**config.mk**
```make
export PLATFORM = sky130hd
export DESIGN_NAME = if_fetch_unit_flat
export DESIGN_NICKNAME = d
export VERILOG_FILES = /design/src/rtl/if_fetch_unit_pkg.sv /design/src/rtl/if_fetch_unit_if.sv /design/src/rtl/if_fetch_unit_fetch_fifo.sv /design/src/rtl/if_fetch_unit.sv /design/src/flat_wrapper.sv
export SDC_FILE = /design/constraint.sdc
export NUM_CORES = 1
export LEC_CHECK = 0
export CORE_MARGIN = 5
export CORE_UTILIZATION = 35
export CTS_CLUSTER_DIAMETER = 30
export DETAILED_ROUTE_END_ITERATION = 10
export GPL_TIMING_DRIVEN = 0
export PLACE_DENSITY = 0.57
export SLEW_MARGIN = 20
export SYNTH_ARGS = -nofsm -noshare
export SYNTH_HDL_FRONTEND = slang
export SYNTH_SLANG_ARGS = --single-unit
```
**constraint.sdc**
```tcl
create_clock -name clk -period 13.84 [get_ports clk]
set_input_delay 1.384 -clock clk [delete_from_list [all_inputs] [get_ports clk]]
set_output_delay 1.384 -clock clk [all_outputs]
set_load 0.01 [all_outputs]
```
**src/rtl/if_fetch_unit_pkg.sv**
```systemverilog
// if_fetch_unit_pkg: shared bus widths and ROM control encodings for the fetch front end
package if_fetch_unit_pkg;
  localparam int          INST_ADDR_BUS   = 32;
  localparam int          INST_BUS        = 32;
  localparam logic [31:0] ZERO_WORD       = 32'h0000_0000;
  localparam logic [31:0] START_INST_ADDR = 32'h0000_0000;
  localparam logic        CHIP_ENABLE     = 1'b1;
  localparam logic        CHIP_DISABLE    = 1'b0;
endpackage

```
**src/rtl/if_fetch_unit_if.sv**
```systemverilog
// if_fetch_unit_if: ROM, redirect and IF/ID handshake bundle around the fetch unit
interface if_fetch_unit_if #(
  parameter int ADDR_W = 32,
  parameter int INST_W = 32
);
  logic              rom_ce;
  logic [ADDR_W-1:0] rom_addr;
  logic [INST_W-1:0] rom_inst;
  logic              redirect_valid;
  logic [ADDR_W-1:0] redirect_pc;
  logic              id_valid;
  logic              id_ready;
  logic [ADDR_W-1:0] id_pc;
  logic [INST_W-1:0] id_inst;
  logic              misalign_err;
  modport master (
    output rom_ce, rom_addr, id_valid, id_pc, id_inst, misalign_err,
    input  rom_inst, redirect_valid, redirect_pc, id_ready
  );
  modport slave (
    input  rom_ce, rom_addr, id_valid, id_pc, id_inst, misalign_err,
    output rom_inst, redirect_valid, redirect_pc, id_ready
  );
endinterface

```
**src/rtl/if_fetch_unit_fetch_fifo.sv**
```systemverilog
// fetch_fifo: synchronous prefetch queue with flush; head reads as zero when empty
module fetch_fifo #(
  parameter int DEPTH = 4,
  parameter int WIDTH = 64
) (
  input  logic             clk,
  input  logic             rst_n,
  input  logic             push,
  input  logic             pop,
  input  logic             flush,
  input  logic [WIDTH-1:0] wdata,
  output logic [WIDTH-1:0] rdata,
  output logic             full,
  output logic             empty
);
  localparam int AW = $clog2(DEPTH);
  logic [WIDTH-1:0] mem [DEPTH];
  logic [AW-1:0]    wr_q, wr_d, rd_q, rd_d;
  logic [AW:0]      cnt_q, cnt_d;
  always_comb begin
    wr_d  = flush ? '0 : wr_q + AW'(push);
    rd_d  = flush ? '0 : rd_q + AW'(pop);
    cnt_d = flush ? '0 : cnt_q + (AW+1)'(push) - (AW+1)'(pop);
  end
  always_ff @(posedge clk or negedge rst_n) begin
    if (!rst_n) begin
      wr_q  <= '0;
      rd_q  <= '0;
      cnt_q <= '0;
    end else begin
      wr_q  <= wr_d;
      rd_q  <= rd_d;
      cnt_q <= cnt_d;
    end
  end
  always_ff @(posedge clk) begin
    if (push && !flush) mem[wr_q] <= wdata;
  end
  assign full  = cnt_q == (AW+1)'(DEPTH);
  assign empty = cnt_q == '0;
  assign rdata = empty ? '0 : mem[rd_q];
endmodule

```
**src/rtl/if_fetch_unit.sv**
```systemverilog
// if_fetch_unit: owns the fetch PC, drives the ROM and queues {pc, inst} pairs toward IF/ID
module if_fetch_unit
  import if_fetch_unit_pkg::*;
#(
  parameter int                ADDR_W     = INST_ADDR_BUS,
  parameter int                INST_W     = INST_BUS,
  parameter logic [ADDR_W-1:0] RESET_PC   = START_INST_ADDR,
  parameter int                FIFO_DEPTH = 4
) (
  input logic          clk,
  input logic          rst,
  if_fetch_unit_if.master bus
);
  logic                     started_q, started_d, misalign_q, misalign_d;
  logic [ADDR_W-1:0]        pc_q, pc_d;
  logic                     full, empty, valid, pop, fetch;
  logic [ADDR_W+INST_W-1:0] head;
  // A redirect squashes both ends of the queue in its cycle so stale work never escapes
  always_comb begin
    valid      = ~empty & ~bus.redirect_valid;
    pop        = valid & bus.id_ready;
    fetch      = started_q & ~bus.redirect_valid & (~full | pop);
    pc_d       = bus.redirect_valid ? {bus.redirect_pc[ADDR_W-1:2], 2'b00}
               : fetch ? pc_q + ADDR_W'(4) : pc_q;
    started_d  = 1'b1;
    misalign_d = bus.redirect_valid & |bus.redirect_pc[1:0];
  end
  always_ff @(posedge clk or negedge rst) begin
    if (!rst) begin
      pc_q       <= RESET_PC;
      started_q  <= 1'b0;
      misalign_q <= 1'b0;
    end else begin
      pc_q       <= pc_d;
      started_q  <= started_d;
      misalign_q <= misalign_d;
    end
  end
  fetch_fifo #(.DEPTH(FIFO_DEPTH), .WIDTH(ADDR_W+INST_W)) u_fifo (
    .clk   (clk),
    .rst_n (rst),
    .push  (fetch),
    .pop   (pop),
    .flush (bus.redirect_valid),
    .wdata ({pc_q, bus.rom_inst}),
    .rdata (head),
    .full  (full),
    .empty (empty)
  );
  assign bus.rom_ce                 = fetch ? CHIP_ENABLE : CHIP_DISABLE;
  assign bus.rom_addr               = pc_q;
  assign bus.id_valid               = valid;
  assign {bus.id_pc, bus.id_inst}   = head;
  assign bus.misalign_err           = misalign_q;
endmodule
```
**src/flat_wrapper.sv**
```systemverilog
// flat-port wrapper written by rule: the top's interface ports become plain ports
module if_fetch_unit_flat import if_fetch_unit_pkg::*;
#(
  parameter int                ADDR_W     = INST_ADDR_BUS,
  parameter int                INST_W     = INST_BUS,
  parameter logic [ADDR_W-1:0] RESET_PC   = START_INST_ADDR,
  parameter int                FIFO_DEPTH = 4
)
  (clk, rst, bus_rom_ce, bus_rom_addr, bus_id_valid, bus_id_pc, bus_id_inst, bus_misalign_err, bus_rom_inst, bus_redirect_valid, bus_redirect_pc, bus_id_ready);
  if_fetch_unit_if #(.ADDR_W(ADDR_W), .INST_W(INST_W)) bus_i ();
  input logic clk;
  input logic rst;
  output wire logic [$bits(bus_i.rom_ce)-1:0] bus_rom_ce;
  output wire logic [$bits(bus_i.rom_addr)-1:0] bus_rom_addr;
  output wire logic [$bits(bus_i.id_valid)-1:0] bus_id_valid;
  output wire logic [$bits(bus_i.id_pc)-1:0] bus_id_pc;
  output wire logic [$bits(bus_i.id_inst)-1:0] bus_id_inst;
  output wire logic [$bits(bus_i.misalign_err)-1:0] bus_misalign_err;
  input wire logic [$bits(bus_i.rom_inst)-1:0] bus_rom_inst;
  input wire logic [$bits(bus_i.redirect_valid)-1:0] bus_redirect_valid;
  input wire logic [$bits(bus_i.redirect_pc)-1:0] bus_redirect_pc;
  input wire logic [$bits(bus_i.id_ready)-1:0] bus_id_ready;
  assign bus_rom_ce = bus_i.rom_ce;
  assign bus_rom_addr = bus_i.rom_addr;
  assign bus_id_valid = bus_i.id_valid;
  assign bus_id_pc = bus_i.id_pc;
  assign bus_id_inst = bus_i.id_inst;
  assign bus_misalign_err = bus_i.misalign_err;
  assign bus_i.rom_inst = bus_rom_inst;
  assign bus_i.redirect_valid = bus_redirect_valid;
  assign bus_i.redirect_pc = bus_redirect_pc;
  assign bus_i.id_ready = bus_id_ready;
  if_fetch_unit #(.ADDR_W(ADDR_W), .INST_W(INST_W), .RESET_PC(RESET_PC), .FIFO_DEPTH(FIFO_DEPTH)) u_core (.clk(clk), .rst(rst), .bus(bus_i));
endmodule
```
==> out/metrics.cfg <==
[worst_hold_path]
hold_class=flop to flop
min_delay_path_depth=0
hp-start=u_core.bus.rom_addr[18]$_DFFE_PN0N_
holdPathEnd=u_core.u_fifo.mem[0][50]$_DFFE_PP_

[clocking]
clkSinkCount=287
clk_latency_ns=0.58
cts_resized=0
numCtsBuffers=61
root_buffer=clkbuf_16
cts.htree.levels=2
holdBufCountCts=0
post-cts-setup-buffer-count=0
cts_max_path_buffers=3
cts.clk_slew.worst_paths_ns=0.04
tritoncts=done

[synth]
async_reset_ff_share_pct=13.6
ys_warn_count=0
yosys_most_used_dff=edfxtp_1
netlist.area_leader.share_pct=63.9
synth_edf_count=248
synth.top_cells.by_area=edfxtp_1 (64%), mux4_2 (12%), dfrtp_1 (8.4%), nor2b_1 (3.6%), or4_1 (1.1%)
yosysMostFrequentCell=edfxtp_1
syn_area_um2=11600
synth_seq_cells=287
ys_seq_area_share_pct=72.3
syn_inst=653
avgSynthCellArea_um2=17.8
synth.distinct_cells=42
yosysTopAreaCell=edfxtp_1
synth.top_cells.by_count=edfxtp_1 (248), nor2b_1 (67), mux4_2 (62), dfrtp_1 (39), nor2_1 (26)

[drt]
detail_route.wl_per_cell_um=19.8
vias=6839
ant_nets=0
drc=0
viasPerCell=4.87
drtPass1Iterations=4
wl_um=27900
first_iter_violations=347

[timing]
setup_viol=0
worst_pin_slew_ns=0.830
max_freq_ghz=0.204
fin_crit_ns=4.91
rsz0062_at_grt=no
slew_headroom_pct=44.4
final_max_slew_viol_count=0
tns_ns=0
layout_setup_ws_ns=8.93
finalHoldViolCount=0
fin_crit_sh_pct=35.5
fin_skew_ns=0.0563

[placement]
place_congestion=0.758
dp_hpwl_um=19300
placed_cells=1289
io_buffers=161
dp_slack_ns=8.96
placed_cell_area_um2=14100

[finish]
n_fill_cell=2827
final_area_um2=16200
layout-drive-gt1-share_pct=22.1
diodes=0
syn_to_final_growth_pct=39.1
multi_input_area_um2=3060
regArea_um2=8420
final_net_count=984
layout.cells.non_filler=1405

[critical_path]
critPathRequiredTime_ns=12.46
start_kind=input port
rr_worst_depth=9
path_max_fanout=10
cp-end-kind=output pin
cp.arrival_ns=3.52
timing.rr.start=u_core.u_fifo.cnt_q[1]$_DFF_PN0_
ff2ff_setup_slack_ns=10.73
r2r_end=u_core.u_fifo.mem[2][20]$_DFFE_PP_
crit_type=input port to output pin

[pwr]
leakage_nw=5.43
p_clk_share_pct=47.8
vdd_drop_max_uv=114
p_sw_share_pct=25.2
p_comb_share_pct=17.6
power_switching_mw=0.744
power_mw=2.95
seqPwrFrac_pct=34.6
powerDensity_nw_per_um2=182
intPower_mw=2.20

[global_routing]
grt_antenna_before_repair=0
grt_use_total_pct=15.0
grt_pass1_wl_um=42900
gr-total-overflow=0
grt_max_degree=33
grt_pass1_vias=7264

[floorplanning]
io_pins=167
fp.dieH_um=192
dieArea_um2=37000
core_area_um2=32700
std_cell_rows=66
fp.dieW_um=192
initial_core_util_pct=35.6

[job]
drv_cap=0

[status]
status=finished clean

-- final cells by class --
| cell class | instances | share of cell area [%] |
|---|---|---|
| Sequential cell | 287 | 52.0 |
| Multi-Input combinational cell | 325 | 18.9 |
| Timing Repair Buffer | 191 | 11.7 |
| Clock buffer | 69 | 9.61 |
| Tap cell | 442 | 3.41 |
| Clock inverter | 47 | 3.17 |
| Buffer | 40 | 1.16 |
| Inverter | 4 | 0.0927 |
-- state kept, by name, indices dropped and copies added (netlist names) --
register                 count
u_core.bus.rom_addr         30
u_core.u_fifo.cnt_q          3
u_core.bus.misalign_err      1
u_core.u_fifo.rd_q           2
u_core.u_fifo.wr_q           2
u_core.u_fifo.mem          248
u_core.started_q             1
-- logic make-up (layout without fill, tap and decap cells) --
kind of cell | Yosys count | after routing | synth area share [%]
AO/OA/AOI/OAI | 51 | 51 | 2.79
XOR/XNOR | 13 | 13 | 0.978
adder cells (fa/ha/maj) | 6 | 6 | 0.709
buffers and inverters | 44 | 351 | 1.74
flip-flops | 287 | 287 | 72.3
multiplexers | 63 | 63 | 12.1
other | 2 | 5 | 0.0645
AND/OR/NAND/NOR | 187 | 187 | 9.32
-- critical path: stages --
cell and delay [ns]:
clkdlybuf4s50_1 0.46, or4b_1 0.55, buf_2 0.23, nand3_1 0.24, inv_1 0.13, clkdlybuf4s50_1 0.52
-- how the worst max path moves through the flow --
stage          cells after the start          from                                end
2_1_floorplan                      4  bus_id_ready  u_core.u_fifo.mem[1][0]$_DFFE_PP_
3_3_place_gp                       5  bus_id_ready  u_core.u_fifo.mem[2][2]$_DFFE_PP_
3_5_place_dp                       6  bus_id_ready                         bus_rom_ce
4_1_cts                            6  bus_id_ready                         bus_rom_ce
5_1_grt                            6  bus_id_ready                         bus_rom_ce
6_report                           6  bus_id_ready                         bus_rom_ce
-- cells in the final DEF, fill, tap and decap left out, types with 6 or more instances in the layout --
| cell type | synthesis | layout |
|---|---|---|
| nand3_1 | 13 | 13 |
| nor2_1 | 26 | 26 |
| buf_6 | 1 | 11 |
| mux4_2 | 62 | 62 |
| or4_1 | 17 | 17 |
| xor2_1 | 8 | 8 |
| clkinv_2 | 0 | 9 |
| clkbuf_16 | 0 | 61 |
| o31ai_1 | 15 | 15 |
| bufinv_16 | 0 | 7 |
| buf_2 | 9 | 10 |
| o21ai_0 | 13 | 13 |
| clkinv_1 | 0 | 11 |
| clkbuf_1 | 24 | 32 |
| nand2_1 | 22 | 22 |
| dfrtp_1 | 39 | 39 |
| clkinv_4 | 0 | 8 |
| clkdlybuf4s50_1 | 0 | 160 |
| buf_4 | 5 | 23 |
| a31oi_1 | 17 | 17 |
| and3_1 | 9 | 8 |
| nand4_1 | 12 | 12 |
| edfxtp_1 | 248 | 248 |
| clkinvlp_4 | 0 | 6 |
| nor2b_1 | 67 | 67 |
-- per-stage QoR --
stage | utilization [%] | hold WS (ns)
finish | 49.5 | 0.615
global route | 49.5 | 0.659
global placement | 42.3 | 0.575
floorplan | - | 0.549
CTS | 49.5 | 0.627
detailed placement | 43.2 | 0.608
-- routing by layer --
metal  wire, µm  GRT usage, %  share of wire [%]
met5          0             0                  0
met4        359          3.78                1.3
met3       1530          3.65                5.5
met2      13700          24.9                 49
met1      12300          20.1                 44
-- power groups by stage --
stage	clock network [mW]	registers [mW]	logic (mW)
6_report	1.41	1.02	0.519
5_1_grt	1.48	1.03	0.568
3_3_place_gp	0	1.04	0.520
4_1_cts	1.43	1.02	0.535
2_1_floorplan	0	1.03	0.243
3_5_place_dp	0	1.04	0.533
Note: power is estimated with default switching activity, not from simulation.
